===== config.mk =====
export PLATFORM = sky130hd
export DESIGN_NAME = multicycle_controller
export DESIGN_NICKNAME = d
export VERILOG_FILES = /design/src/rtl/multicycle_controller.sv
export SDC_FILE = /design/constraint.sdc
export NUM_CORES = 1
export LEC_CHECK = 0
export ABC_CLOCK_PERIOD_IN_PS = 3800
export BUFFER_PORTS_ARGS = -buffer_cell sky130_fd_sc_hd__clkbuf_2
export CORE_UTILIZATION = 46
export CTS_CLUSTER_DIAMETER = 200
export DETAILED_ROUTE_END_ITERATION = 8
export PLACE_DENSITY = 0.83
export SYNTH_ARGS = -nofsm -noshare
export SYNTH_HDL_FRONTEND = slang
export SYNTH_SLANG_ARGS = --single-unit

===== constraint.sdc =====
create_clock -name clk -period 3.8 [get_ports clk]
set_input_delay 0.19 -clock clk [delete_from_list [all_inputs] [get_ports clk]]
set_output_delay 0.19 -clock clk [all_outputs]
set_load 0.1 [all_outputs]

===== src/rtl/multicycle_controller.sv =====
// Main control FSM and ALU decoder for the multicycle MIPS-subset datapath.
// Moves each instruction through fetch/decode/execute/memory/writeback and drives all datapath controls.
module multicycle_controller #(
  parameter bit MUL_EN = 1'b1
) (
  input  logic       clk,
  input  logic       rst_n,
  input  logic [5:0] op,
  input  logic [5:0] funct,
  input  logic       zero,
  output logic [2:0] alu_control,
  output logic       alusrca,
  output logic [1:0] alusrcb,
  output logic [1:0] pcsrc,
  output logic       iord,
  output logic       memwrite,
  output logic       irwrite,
  output logic       regdst,
  output logic       memtoreg,
  output logic       regwrite,
  output logic       pcen,
  output logic       illegal_op,
  output logic [3:0] state
);

  localparam logic [3:0] FETCH  = 4'd0;
  localparam logic [3:0] DECODE = 4'd1;
  localparam logic [3:0] MEMADR = 4'd2;
  localparam logic [3:0] MEMRD  = 4'd3;
  localparam logic [3:0] MEMWB  = 4'd4;
  localparam logic [3:0] MEMWR  = 4'd5;
  localparam logic [3:0] EXEC   = 4'd6;
  localparam logic [3:0] ALUWB  = 4'd7;
  localparam logic [3:0] BEQ    = 4'd8;
  localparam logic [3:0] ADDIEX = 4'd9;
  localparam logic [3:0] ADDIWB = 4'd10;
  localparam logic [3:0] JUMP   = 4'd11;

  localparam logic [5:0] OP_RTYPE = 6'h00;
  localparam logic [5:0] OP_J     = 6'h02;
  localparam logic [5:0] OP_BEQ   = 6'h04;
  localparam logic [5:0] OP_ADDI  = 6'h08;
  localparam logic [5:0] OP_LW    = 6'h23;
  localparam logic [5:0] OP_SW    = 6'h2B;

  localparam logic [2:0] F_AND = 3'b000;
  localparam logic [2:0] F_OR  = 3'b001;
  localparam logic [2:0] F_ADD = 3'b010;
  localparam logic [2:0] F_MUL = 3'b011;
  localparam logic [2:0] F_SUB = 3'b110;
  localparam logic [2:0] F_SLT = 3'b111;

  logic [3:0] next_state;
  logic [2:0] funct_alu;
  logic       funct_ok;
  logic       decode_bad;
  logic       exec_bad;
  logic       pcwrite;
  logic       branch;
  logic       memwrite_raw;
  logic       irwrite_raw;
  logic       regwrite_raw;

  // NOTE: every always_comb output gets a default first so no path leaves it unassigned (no latches).
  always_comb begin
    funct_alu = F_AND;
    funct_ok  = 1'b1;
    case (funct)
      6'h20:   funct_alu = F_ADD;
      6'h22:   funct_alu = F_SUB;
      6'h24:   funct_alu = F_AND;
      6'h25:   funct_alu = F_OR;
      6'h2A:   funct_alu = F_SLT;
      6'h18: begin
        if (MUL_EN) funct_alu = F_MUL;
        else        funct_ok  = 1'b0;
      end
      default: funct_ok = 1'b0;
    endcase
  end

  always_comb begin
    next_state = FETCH;
    decode_bad = 1'b0;
    exec_bad   = 1'b0;
    case (state)
      FETCH:  next_state = DECODE;
      DECODE: begin
        case (op)
          OP_LW, OP_SW: next_state = MEMADR;
          OP_RTYPE:     next_state = EXEC;
          OP_BEQ:       next_state = BEQ;
          OP_ADDI:      next_state = ADDIEX;
          OP_J:         next_state = JUMP;
          default:      decode_bad = 1'b1;
        endcase
      end
      MEMADR: next_state = (op == OP_SW) ? MEMWR : MEMRD;
      MEMRD:  next_state = MEMWB;
      EXEC: begin
        if (funct_ok) next_state = ALUWB;
        else          exec_bad   = 1'b1;
      end
      ADDIEX: next_state = ADDIWB;
      default: next_state = FETCH;
    endcase
  end

  // NOTE: sequential state uses non-blocking assignments so every flop samples pre-edge values.
  always_ff @(posedge clk or negedge rst_n) begin
    if (!rst_n) begin
      state      <= FETCH;
      illegal_op <= 1'b0;
    end else begin
      state      <= next_state;
      illegal_op <= decode_bad | exec_bad;
    end
  end

  always_comb begin
    alu_control  = F_AND;
    alusrca      = 1'b0;
    alusrcb      = 2'b00;
    pcsrc        = 2'b00;
    iord         = 1'b0;
    regdst       = 1'b0;
    memtoreg     = 1'b0;
    pcwrite      = 1'b0;
    branch       = 1'b0;
    memwrite_raw = 1'b0;
    irwrite_raw  = 1'b0;
    regwrite_raw = 1'b0;
    case (state)
      FETCH: begin
        alusrcb     = 2'b01;
        alu_control = F_ADD;
        irwrite_raw = 1'b1;
        pcwrite     = 1'b1;
      end
      DECODE: begin
        alusrcb     = 2'b11;
        alu_control = F_ADD;
      end
      MEMADR, ADDIEX: begin
        alusrca     = 1'b1;
        alusrcb     = 2'b10;
        alu_control = F_ADD;
      end
      MEMRD: iord = 1'b1;
      MEMWR: begin
        iord         = 1'b1;
        memwrite_raw = 1'b1;
      end
      MEMWB: begin
        memtoreg     = 1'b1;
        regwrite_raw = 1'b1;
      end
      EXEC: begin
        alusrca     = 1'b1;
        alu_control = funct_alu;
      end
      ALUWB: begin
        regdst       = 1'b1;
        regwrite_raw = 1'b1;
      end
      BEQ: begin
        alusrca     = 1'b1;
        alu_control = F_SUB;
        pcsrc       = 2'b01;
        branch      = 1'b1;
      end
      ADDIWB: regwrite_raw = 1'b1;
      JUMP: begin
        pcsrc   = 2'b10;
        pcwrite = 1'b1;
      end
      default: ;
    endcase
  end

  // NOTE: reset forces FETCH, so write enables are also gated by rst_n to keep the datapath quiet while held.
  assign memwrite = memwrite_raw & rst_n;
  assign irwrite  = irwrite_raw  & rst_n;
  assign regwrite = regwrite_raw & rst_n;
  assign pcen     = (pcwrite | (branch & zero)) & rst_n;

endmodule


Yosys cells after proc, flatten, opt, wreduce, memory -nomap -nowiden
Cells that the tools add are included.

storage, ports and cells
  output and inout bits = 20
  bits in registers = 5

cells by class
  equal/unequal tests = 22
  reduce and logical (&&, ||, !) cells = 11
  mux-type cells = 22
  bitwise operators = 7

operator list
  cell                  count
  $eq A6 B6 Y1 const B  7
  $pmux W4 S6           1
  $pmux W4 S5           1
  $eq A4 B3 Y1 const B  4
  $eq A4 B4 Y1 const B  4
  $pmux W3 S5           1
  $mux W1               14
  $reduce_or A6 Y1      2
  $pmux W3 S3           1
  $eq A4 B2 Y1 const B  2
  $reduce_or A2 Y1      4
  $reduce_or A4 Y1      2
  $eq A6 B2 Y1 const B  1
  $eq A6 B3 Y1 const B  1
  $eq A6 B4 Y1 const B  1
  $eq A6 B5 Y1 const B  1
  $logic_not A6 Y1      1
  $mux W3               2
  $pmux W2 S3           1
  $and A1 B1 Y1         5
  $eq A4 B1 Y1 const B  1
  $logic_not A4 Y1      1
  $pmux W2 S2           1
  $reduce_or A3 Y1      1
  $or A1 B1 Y1          2

Logic depth before layout (Yosys ltp)
  depth after elaboration = 6
  mapped depth = 5
  gate-level depth less buffers = 4

Worst setup path after synthesis
Ideal clock, no wire load.

  kind = register to output
  start = register state[3]
  end = output pcen
  setup slack = -1.470 ns
  cell stages (with the launch flop) = 6
  arrival time = 5.080 ns
  path buffers = 1
  cells stage by stage = dfrtp_1 > buf_6 > nand2b_1 > nor3_1 > a21oi_1 > o21bai_1

between the ends
  cells in the longest elaborated chain, start to end = 5

RTL lines
  what                                                          RTL line  RTL
  from (decl)                                                   23        output logic [3:0] state
  from (signal assigned)                                        115       state <= next_state;
  $eq A4 B4 Y1 or $logic_not A4 Y1 (tied branches)              133       case (state)
  $reduce_or A2 Y1 (no source line) or $mux W1 (tied branches)  -
  $mux W1 or $and A1 B1 Y1 (tied branches)                      133, 185
  $or A1 B1 Y1 *                                                185       assign pcen = (pcwrite | (branch & zero)) & rst_n;
  $and A1 B1 Y1 *                                               185
  to (decl)                                                     21        output logic pcen,

Every way passes the cells marked *; elsewhere a longest branch is shown, timed or not.

Final worst setup path
  start = register state[2]
  end = output regwrite

between the ends
  cells in the longest elaborated chain, start to end = 4

RTL lines
  what                                          RTL line  RTL
  $eq A4 B4 Y1 or $eq A4 B3 Y1 (tied branches)  133
  $reduce_or A3 Y1 (no source line) *           -
  $mux W1 *                                     133
  $and A1 B1 Y1 *                               184       assign regwrite = regwrite_raw & rst_n;
  to (decl)                                     20        output logic regwrite,

Marks and branches as above.

==> run metrics <==
WP data required=about 3600 ps; Final Instance Count excl. Fillers=130; RSZ-0062 raised after global routing=false; layout cells sized above 1=0.405; Via density=about 5.8; crit path time final=around 2200 ps; top-area cell type share of the netlist area=0.203; Total Neg Setup Slack=0 ps; setup violators final=0; worst-margin pin slew=between 500 and 600 ps; run status=completed; Routed WL=1.70 mm; cts bufs inserted=3; Final Max Slew Viols=0; drt drc=0; FMAX=between 400 and 500 MHz; diode count=0; Overflow after GRT=0; final hold violation count=0; CTS root buf=clkbuf_4; Worst Clk Skew=roughly 8.7 ps; Synth warnings=0; I/O Buffers=34; Fin Hold WS=roughly 320 ps; Core ar.=around 1200 sq um; clk_lat worst skew=250 ps; #FFs+latches synth=5; Mean Syn Cell Area=7.43 sq um; GPL Wtd Cong=around 0.8; row cnt=12; 1st-pass router iterations=5; Post-CTS Setup Bufs=0; Yosys cell types=34; First DRT Iteration DRCs=20; post-route ant nets=0; Post-synth ARST share=1.00; Fillers=110; post-synth top area cell=dfrtp_1; register area share after synthesis=0.203; maximum clock path buffer count=2; Synth top cells by count=9 x nor2_1, 7 x nor3_1, 5 x a21oi_1, 5 x dfrtp_1, 5 x nor2b_1; crit path kind=flip-flop to output pin; initial antenna violation count=0; largest cells by area after synthesis=dfrtp_1 20%, nor3_1 5.7%, nor2_1 5.5%; global-route wire length before repair=about 2.7 mm; Crit. End Element=output pin; Syn Nets=about 100; Initial Util=0.527; Area Overhead vs Synth=33.7%; CP Data Arrival Time=approximately 2000 ps; Slew headroom=0.638; largest net degree at the start of global routing=20; Worst-path clk slew=50 ps; routed wire length per instance=between 10 and 15 um; Hold WC Path Type=primary input to flip-flop; I/O pin cnt=35; Clock Sinks=5; EDFF count, synth=0; CP Launch Type=flip-flop; top-count cell post-synth=nor2_1; Max-cap violations=0; chip height=approximately 39 um; Total GRT Usage=0.265; Main synth FF type=dfrtp_1; vias in the first global route=645; CTS tree=done; Mapped Area=a little over 600 sq um; Die Area=1490 sq um; Die X=~39 um; HPWL after detailed placement=between 1 and 1.5 mm; detailed-route via count=about 760; Cells after Synth=83; CTS H-tree lvls=1; final-stage net count=between 100 and 150; Tcrit/Tclk final=0.583; dpl cells=~130; Max FO, Critical Path=13
==> metal layers <==
layer	vias up	wire, um	GRT usage
met1	341	719	0.336
met5	-	0	0
met2	39	875	0.463
li1	375	-	-
met4	0	0	0
met3	0	109	0.0867
==> layout make-up <==
cell class | count | area [sq um] | share of cell area
multi-input combinational | 70 | 468 | 0.568
timing repair buffer | 35 | 180 | 0.219
sequential | 5 | 125 | 0.152
clock buffer | 4 | 26.3 | 0.0319
tap | 14 | 17.5 | 0.0212
inverter | 2 | 7.51 | 0.00910
==> cell families after synthesis <==
kind of cell / count (synthesis) / share of synthesized area
AND/OR/NAND/NOR: 42 / 0.387
XOR/XNOR: 3 / 0.0426
multiplexers: 3 / 0.0548
flip-flops: 5 / 0.203
AO/OA/AOI/OAI: 22 / 0.247
buffers and inverters: 8 / 0.0649
==> critical path: stages, from the launching register on <==
cell	delay, ps
dfrtp_1	520
nand2b_1	280
mux2_2	300
nor2_1	100
o21a_1	130
clkbuf_2	450
==> state kept, by name, indices dropped and copies added (netlist names) <==
signal and flops:
state 4, illegal_op 1
==> through the flow <==
stage | util | instance area, sq um | setup slack, ps
3_3_place_gp | 0.673 | 788 | 1910
5_1_grt | 0.704 | 825 | 1490
2_1_floorplan | - | 633 | -11.1
4_1_cts | 0.704 | 825 | 1580
6_report | 0.704 | 825 | 1590
3_5_place_dp | 0.673 | 788 | 1840
==> final timing paths <==
kind	slack (ps)	startpoint	depth (start not counted)	endpoint
setup / recovery	1590	state[2]	5	regwrite
hold / removal	320	op[4]	4	state[1]
setup reg to reg	2290	state[2]	3	illegal_op
max in group asynchronous	3290	rst_n	2	state[2]
min in group asynchronous	340	rst_n	2	illegal_op
hold reg to reg	680	state[3]	1	state[2]
==> cell usage in the layout, fill, tap and decap left out, types with 2 or more instances in the layout <==
master     n
xor2_1     3
nor3_2     2
nand2b_1   2
o211ai_1   2
dfrtp_1    5
mux2_2     3
nand2_1    3
clkbuf_2  34
a21oi_1    5
nor4_1     2
nand3_1    3
o21ai_0    4
clkbuf_4   3
inv_1      2
and3_1     3
nand4_1    3
nor3b_1    2
nor2b_1    5
nor3_1     5
nor2_1     8
==> what timing repair did <==
action	CTS	global route
hold buffers	1	0
resized for setup	0	0
hold endpoints to repair	5	0
endpoints found under the setup margin	0	0
Power is left out: the tool's default activity adds up to more than one toggle a clock period on the data nets, which glitch-free logic cannot reach.
